<file path="src/rtl/alu_pkg.sv">
// Shared types for the multicycle ALU: opcode encoding and controller states.
package alu_pkg;

  typedef enum logic [2:0] {
    OP_ADD = 3'b000,
    OP_SUB = 3'b001,
    OP_AND = 3'b010,
    OP_OR  = 3'b011,
    OP_XOR = 3'b100,
    OP_SHL = 3'b101,
    OP_SHR = 3'b110,
    OP_MUL = 3'b111
  } alu_op_t;

  typedef enum logic [1:0] {
    ST_IDLE = 2'd0,
    ST_MUL  = 2'd1,
    ST_DONE = 2'd2
  } alu_state_t;

endpackage

</file>
<file path="src/rtl/alu_shift_add_mul.sv">
// Iterative unsigned shift-add multiplier, one partial product per cycle.
// The first iteration happens on the start edge, so done fires WIDTH-1 cycles later.
module alu_shift_add_mul #(
  parameter int WIDTH = 32
) (
  input  logic                 clk,
  input  logic                 rst,
  input  logic                 start,
  input  logic [WIDTH-1:0]     a,
  input  logic [WIDTH-1:0]     b,
  output logic                 done,
  output logic [2*WIDTH-1:0]   product
);

  localparam int CW = $clog2(WIDTH) + 1;
  localparam logic [CW-1:0] CNT_LOAD = CW'(WIDTH - 1);

  logic [WIDTH-1:0]   mcand_q;
  logic [2*WIDTH-1:0] acc_q;
  logic [CW-1:0]      cnt_q;

  // acc holds {partial sum, remaining multiplier bits}; add then shift right.
  function automatic logic [2*WIDTH-1:0] step(input logic [2*WIDTH-1:0] acc,
                                              input logic [WIDTH-1:0]   mc);
    logic [WIDTH:0] upper;
    upper = {1'b0, acc[2*WIDTH-1:WIDTH]} + (acc[0] ? {1'b0, mc} : {(WIDTH+1){1'b0}});
    return {upper, acc[WIDTH-1:1]};
  endfunction

  assign product = step(acc_q, mcand_q);
  assign done    = (cnt_q == CW'(1));

  always_ff @(posedge clk) begin
    if (rst) begin
      mcand_q <= '0;
      acc_q   <= '0;
      cnt_q   <= '0;
    end else if (start) begin
      mcand_q <= a;
      acc_q   <= step({{WIDTH{1'b0}}, b}, a);
      cnt_q   <= CNT_LOAD;
    end else if (cnt_q != '0) begin
      acc_q   <= product;
      cnt_q   <= cnt_q - CW'(1);
    end
  end

endmodule

</file>
<file path="src/rtl/multicycle_alu.sv">
// ALU with valid/ready handshake: single-cycle logic/arith ops, iterative MUL.
// state   | meaning
// IDLE    | ready for a new operation
// MUL     | multiplier iterating, inputs blocked
// DONE    | result held until out_ready
module multicycle_alu #(
  parameter int WIDTH = 32
) (
  input  logic             clk,
  input  logic             rst,
  input  logic [WIDTH-1:0] a,
  input  logic [WIDTH-1:0] b,
  input  logic             cin,
  input  logic [2:0]       ctrl,
  input  logic             in_valid,
  output logic             in_ready,
  output logic [WIDTH-1:0] alu_out,
  output logic [WIDTH-1:0] hi_out,
  output logic             cout,
  output logic             zero,
  output logic             neg,
  output logic             ovf,
  output logic             out_valid,
  input  logic             out_ready
);
  import alu_pkg::*;

  localparam int SW = $clog2(WIDTH);

  alu_state_t state_q, state_d;
  alu_op_t    op;
  logic       accept, mul_start, mul_done;
  logic [2*WIDTH-1:0] product;

  logic [WIDTH:0]   sum;
  logic [WIDTH-1:0] b_eff, res;
  logic             carry_in, res_cout, res_ovf;

  assign op        = alu_op_t'(ctrl);
  assign in_ready  = (state_q == ST_IDLE);
  assign out_valid = (state_q == ST_DONE);
  assign accept    = in_valid && in_ready;
  assign mul_start = accept && (op == OP_MUL);

  always_comb begin
    b_eff    = (op == OP_SUB) ? ~b : b;
    carry_in = (op == OP_SUB) ? 1'b1 : ((op == OP_ADD) ? cin : 1'b0);
    sum      = {1'b0, a} + {1'b0, b_eff} + {{WIDTH{1'b0}}, carry_in};
    res      = '0;
    res_cout = 1'b0;
    res_ovf  = 1'b0;
    case (op)
      OP_ADD, OP_SUB: begin
        res      = sum[WIDTH-1:0];
        res_cout = sum[WIDTH];
        res_ovf  = (a[WIDTH-1] == b_eff[WIDTH-1]) && (sum[WIDTH-1] != a[WIDTH-1]);
      end
      OP_AND:  res = a & b;
      OP_OR:   res = a | b;
      OP_XOR:  res = a ^ b;
      OP_SHL:  res = a << b[SW-1:0];
      OP_SHR:  res = a >> b[SW-1:0];
      default: res = '0;
    endcase
  end

  always_comb begin
    state_d = state_q;
    case (state_q)
      ST_IDLE: if (accept) state_d = (op == OP_MUL) ? ST_MUL : ST_DONE;
      ST_MUL:  if (mul_done) state_d = ST_DONE;
      ST_DONE: if (out_ready) state_d = ST_IDLE;
      default: state_d = ST_IDLE;
    endcase
  end

  always_ff @(posedge clk) begin
    if (rst) state_q <= ST_IDLE;
    else     state_q <= state_d;
  end

  always_ff @(posedge clk) begin
    if (rst) begin
      alu_out <= '0;
      hi_out  <= '0;
      cout    <= 1'b0;
      zero    <= 1'b0;
      neg     <= 1'b0;
      ovf     <= 1'b0;
    end else if (accept && (op != OP_MUL)) begin
      alu_out <= res;
      hi_out  <= '0;
      cout    <= res_cout;
      zero    <= (res == '0);
      neg     <= res[WIDTH-1];
      ovf     <= res_ovf;
    end else if ((state_q == ST_MUL) && mul_done) begin
      alu_out <= product[WIDTH-1:0];
      hi_out  <= product[2*WIDTH-1:WIDTH];
      cout    <= 1'b0;
      zero    <= (product == '0);
      neg     <= product[2*WIDTH-1];
      ovf     <= 1'b0;
    end
  end

  alu_shift_add_mul #(.WIDTH(WIDTH)) u_mul (
    .clk     (clk),
    .rst     (rst),
    .start   (mul_start),
    .a       (a),
    .b       (b),
    .done    (mul_done),
    .product (product)
  );

endmodule
</file>
<file path="config.mk">
export PLATFORM = sky130hd
export DESIGN_NAME = multicycle_alu
export DESIGN_NICKNAME = d
export VERILOG_FILES = /design/src/rtl/alu_pkg.sv /design/src/rtl/alu_shift_add_mul.sv /design/src/rtl/multicycle_alu.sv
export SDC_FILE = /design/constraint.sdc
export NUM_CORES = 1
export LEC_CHECK = 0
export ABC_AREA = 1
export CORE_AREA = 4 4 193 195
export DETAILED_ROUTE_END_ITERATION = 10
export DIE_AREA = 0 0 197 199
export GPL_TIMING_DRIVEN = 0
export PLACE_DENSITY = 0.72
export SETUP_SLACK_MARGIN = 0.5
export SKIP_LAST_GASP = 1
export SLEW_MARGIN = 20
export SYNTH_ARGS = -nofsm -noshare
export SYNTH_HDL_FRONTEND = slang
export SYNTH_HIERARCHICAL = 1
export SYNTH_SLANG_ARGS = --single-unit
</file>
<file path="constraint.sdc">
create_clock -name clk -period 7.2 [get_ports clk]
set_input_delay 1.44 -clock clk [delete_from_list [all_inputs] [get_ports clk]]
set_output_delay 1.44 -clock clk [all_outputs]
set_load 0.05 [all_outputs]
</file>
Yosys cells after proc, flatten, opt, wreduce, memory -nomap -nowiden:

Cells that the tools add are included.

* reductions and logical operators: 16
* equality and inequality tests: 16
* muxes and demuxes: 26
* bitwise gates (word level): 4
* shifts and indexed selects: 2
* $add $sub $neg: 4

Operators with widths (count)
* 32-bit one-hot mux with 6 select lines: 1
* 32-bit two-way mux: 5
* 64-bit two-way mux: 2
* 64-bit zero test: 1
* 32-bit by 32-bit adder with 33-bit output: 1
* 32-bit by 33-bit adder with 33-bit output: 1
* 33-bit by 1-bit adder with 33-bit output: 1
* 32-bit bitwise AND: 1
* 32-bit zero test: 1
* 32-bit inverter: 1
* 32-bit bitwise OR: 1
* 32-bit by 5-bit left shift with 32-bit output: 1
* 32-bit by 5-bit >> shifter with 32-bit output: 1
* 32-bit bitwise XOR: 1
* 3-bit equality test (second input constant): 4
* 1-bit two-way mux: 11
* 5-bit two-way mux: 2
* 2-bit two-way mux: 4
* 3-bit by 2-bit equality test with 1-bit output (second input constant): 2
* 6-bit by 1-bit equality test with 1-bit output (second input constant): 1
* 2-bit one-hot mux with 3 select lines: 1
* 6-bit nonzero test: 1
* 2-bit OR reduction: 3
* 6-bit by 1-bit subtractor with 6-bit output (second input constant): 1
* 13 further kinds: 19

* input bits: 72
* flip-flop bits (word level): 172
* output and inout port bits: 70
* logic and storage cells: 79

Logic depth before layout (Yosys ltp):

Gate-level depths: netlist of run 1.

* depth after elaboration: 8
* depth in mapped cells: 27
* mapped depth without buffers: 24

Cells and area by module:

The synthesis of run 1 kept the hierarchy.

By module, submodules not included
* multicycle_alu: area an instance 10877.9 um^2, seq. area each 1401.3 um^2, times used 1, cells an instance 1990
* alu_shift_add_mul: area an instance 6774.0 um^2, seq. area each 2042.0 um^2, times used 1, cells an instance 1053

Worst setup path before layout of run 1:

Ideal clock, no wire load.

* kind: input-to-reg
* start: input port ctrl[1]
* end: register zero
* library setup time: 56 ps
* arrival time: 4404 ps
* required time: 7144 ps
* stages: 26
* path slack: 2741 ps
* buffers on the path: 3
* cell sequence: nor2_1 -> buf_2 -> buf_2 -> nand2_1 -> buf_2 -> nand2_1 -> fa_1 -> inv_1 -> fa_1 -> inv_1 -> nand2_1 -> nand2_1 -> nand4_1 -> nand3_1 -> nand2_1 -> nand2_1 -> nor2_1 -> nor2_1 -> nand2_1 -> nor2_1 -> nand2_1 -> nor2_1 -> nand3_1 -> nand3_1 -> nand2_1 -> inv_1

* longest elaborated chain between the ends: 7
* elaborated cells between the ends (all ways): 19
* those cells by class: add/sub (2); eq/ne (7); mux (5); reduce/logical (5)

RTL lines
* start: declaration: line multicycle_alu.sv:14 `input logic [2:0] ctrl,`
* 3-bit by 1-bit equality test with 1-bit output / 3-bit zero test (equally long branches): line multicycle_alu.sv:46, multicycle_alu.sv:47, multicycle_alu.sv:52
* 32-bit two-way mux / 1-bit two-way mux (equally long branches): line multicycle_alu.sv:46, multicycle_alu.sv:47
* 32-bit by 32-bit adder with 33-bit output / 1-bit two-way mux (equally long branches): line multicycle_alu.sv:48, multicycle_alu.sv:47
* 33-bit by 1-bit adder with 33-bit output: line multicycle_alu.sv:48 `sum = {1'b0, a} + {1'b0, b_eff} + {{WIDTH{1'b0}}, carry_in};`
* 32-bit one-hot mux with 6 select lines: line multicycle_alu.sv:52 `case (op)`
* 32-bit zero test: line multicycle_alu.sv:94 `zero <= (res == '0);`
* 1-bit two-way mux: line multicycle_alu.sv:90 `end else if (accept && (op != OP_MUL)) begin`
* end signal: assignment: line multicycle_alu.sv:94
* end signal: assignment: line multicycle_alu.sv:101 `zero <= (product == '0);`
* end: declaration: line multicycle_alu.sv:20 `output logic zero,`

Parallel ways exist; a longest one is shown, timed or not.
A chain may end at the register's enable or synchronous reset.

Worst setup path in the final report of run 1:

Ends and elaborated chain as after synthesis.

==> impl_metrics.yaml, run 1 <==
global_route:
  antenna_found_initial: 1
  grt_max_degree: 17
  grt-ovfl-total: 0
  grt_pass1_vias: 20771
  grtUsageTotal_pct: 42.4
  grt_pass1_wl_um: 125000
synth:
  synth_edf_count: 0
  synthDominantCellAreaShare_pct: 20.4
  yosys_most_used_dff: "dfxtp_1"
  synth_area_per_cell_sq_um: 5.80
  yosysMostFrequentCell: "nand2_1"
  yosys-top-cells-area: "nand2_1 (20%), dfxtp_1 (20%), nand3_1 (13%)"
  seq_area_frac_synth_pct: 19.5
  synth-seq-cells: 172
  ys.warnings.count: 6
  synth_cell_type_count: 51
  netlist_area_sq_um: 17700
  synthCells: 3043
  synth_nets: 3249
  synth_common_cells: "nand2_1 (959), nand3_1 (472), inv_1 (345), nor2_1 (235), a21oi_1 (180)"
  async_reset_ff_share_pct: 0
  yosys.area.top_type: "nand2_1"
worst_setup_path:
  path_class: "in2reg"
  crit_path_max_incr_delay_ns: 0.56
  r2r_cells: 23
  crit_path_top_delay_cell: "clkdlybuf4s50_1"
  worstPathMaxFanout: 10
  startpoint_type: "input port"
  regToRegStartpoint: "u_mul/acc_q[0]"
  critPathRequiredTime_ns: 7.59
  cp_common_cell: "nand2_1"
  reg2reg_to: "zero"
  r2r_slack_ns: 2.91
  end_kind: "register"
  crit_arrival_ns: 6.76
timing:
  worst_slew_pin_slew_ns: 0.956
  skew_ns: 0.0187
  finalHoldViolCount: 0
  setup_viol: 0
  setup_tns_ns: 0
  fin_crit_ns: 6.36
  finalMaxSlewViolations: 0
  rsz0062_at_grt: "false"
  fmax_mhz: 157
  maxSlewHeadroom_pct: 36.3
  hold_ws_ns: 0.461
  fin_crit_sh_pct: 88.4
place:
  io_buffers: 140
  dpl.hpwl_um: 69200
  gp_congestion: 1.05
run_status:
  status: "finished, final reports clean"
floorplan:
  die_h_um: 199
  initial_core_util_pct: 49.9
  core_sq_um: 35400
  rows: 69
  ioPinCount: 142
  floorplan.die.width_um: 197
  die-area_sq_um: 39200
pwr:
  power_density_nw_per_um2: 186
  power.leakage_nw: 9.82
  ir_worst_vdd_mv: 0.214
final_layout:
  fill_cells: 3561
  nNetsFinal: 3408
  layout-drive-gt1-share_pct: 5.51
  area_growth_pct: 14.2
flow_run:
  cap_viol_max_count: 0
detailed_routing:
  drcViolationCount: 0
  drt_iter0_drc: 3179
  wirelength_um: 87000
  drt_first_pass_iters: 8
  via_per_inst: 6.10
  vias: 22400
  ant_nets: 0
  wl_per_cell_um: 23.7
clock_tree:
  insertion_delay_ns: 0.45
  cts_setup_buffers: 0
  cts_repair_resize_count: 0
  numCtsBuffers: 17
  cts.path.max_buffers: 2
  clk_root_buffer_cell: "clkbuf_16"
  path_clk_slew_ns: 0.07
  cts.htree.levels: 4
  cts_sinks: 172
  ctsHoldBuffers: 0
  cts_tree: "yes"
min_path:
  hold_path_depth: 2
  hp-class: "reg2reg"
  hp-start: "hi_out[30]"
  hold_end: "hi_out[30]"
## report_power, final
part           switching (mW)  total, mW  leakage, nW  internal [mW]
Clock                   0.413      0.862        0.243          0.449
Combinational            1.27       1.79         8.19          0.520
Sequential             0.0624       1.10         1.39           1.04
## worst max-delay path, delay by kind of cell
kind                       cells  cell delay [ns]
adders and majority gates      2             0.69
buffers and inverters          7             1.76
and+or+nand+nor               18             2.83
## state kept, by name (all words and copies together), names as in the netlist
signal,flops
u_mul/acc_q,64
ovf,1
alu_out,32
neg,1
state_q,2
hi_out,32
zero,1
cout,1
u_mul/cnt_q,6
u_mul/mcand_q,32
## cell usage in the layout, fill, tap and decap left out, types with 10 or more instances in the layout
cell type        synthesis  layout
nand2_1                959     959
nand3_1                472     472
inv_1                  345     345
nor2_1                 235     235
a21oi_1                180     180
dfxtp_1                172     172
clkdlybuf4s50_1          0     140
ha_1                   131     131
clkbuf_1                65      65
o21ai_0                 60      60
a31oi_1                 46      46
buf_2                   45      45
buf_4                   38      38
xor2_1                  38      38
nand2_2                 26      26
o211ai_1                22      22
nand4_1                 21      21
and2_1                  19      19
nor4_1                  17      17
clkbuf_16                0      17
nand3b_1                15      15
a22oi_1                 11      11
nor3_1                  10      10
buf_1                   10      10
o2bb2ai_1               10      10
## through the flow
stage                     total power, mW  util (%)  std cells  cell area (sq um)  setup WS (ns)
after global routing                 3.88      56.9       3672              20200          0.696
after CTS                            3.66      56.9       3672              20200           1.09
final                                3.75      57.0       3675              20200          0.838
after floorplan                      2.19         -       3043              17700           2.74
after global placement               2.77      55.5       3644              19600          0.667
after detailed placement             2.80      55.5       3644              19600          0.651
## metal layers
layer | track usage [%] | part of all wire (%)
met1 | 51.8 | 36
met4 | 29.3 | 8.6
met2 | 65.9 | 42
met5 | 0 | 0.013
met3 | 10.4 | 13
## final cells by class
type | instances | area, sq um | share of cell area (%)
clock buffers | 18 | 439 | 2.18
clock inverters | 10 | 86.3 | 0.428
repair buffers | 140 | 1400 | 6.95
inverters | 354 | 1330 | 6.61
diodes | 3 | 7.51 | 0.0372
flip-flops and latches | 172 | 3440 | 17.1
plain buffers | 167 | 893 | 4.43
multi-input cells | 2350 | 12000 | 59.4
well taps | 461 | 577 | 2.86
## kinds of logic (layout without fill, tap and decap cells)
group	count (synthesis)	after routing	synth area share (%)
XOR/XNOR	51	51	2.70
flip-flops	172	172	19.5
buffers and inverters	521	689	12.6
other	0	3	0
adder cells (fa/ha/maj)	134	134	9.63
AO/OA/AOI/OAI	366	366	11.8
AND/OR/NAND/NOR	1799	1799	43.7
## worst max-delay path by stage
stage	endpoint	startpoint	slack [ns]
after detailed placement	zero	ctrl[1]	0.65
after CTS	zero	ctrl[1]	1.09
after global placement	zero	ctrl[1]	0.67
after global routing	zero	ctrl[1]	0.70
final	zero	ctrl[1]	0.84
after floorplan	zero	ctrl[1]	2.74
Note: power is estimated with default switching activity, not from simulation.
==> run 2: changes to the inputs <==
- ABC_CLOCK_PERIOD_IN_PS: not set -> 7200
==> results of run 2 <==
No change in the layout: final DEF, timing and power equal those of run 1.
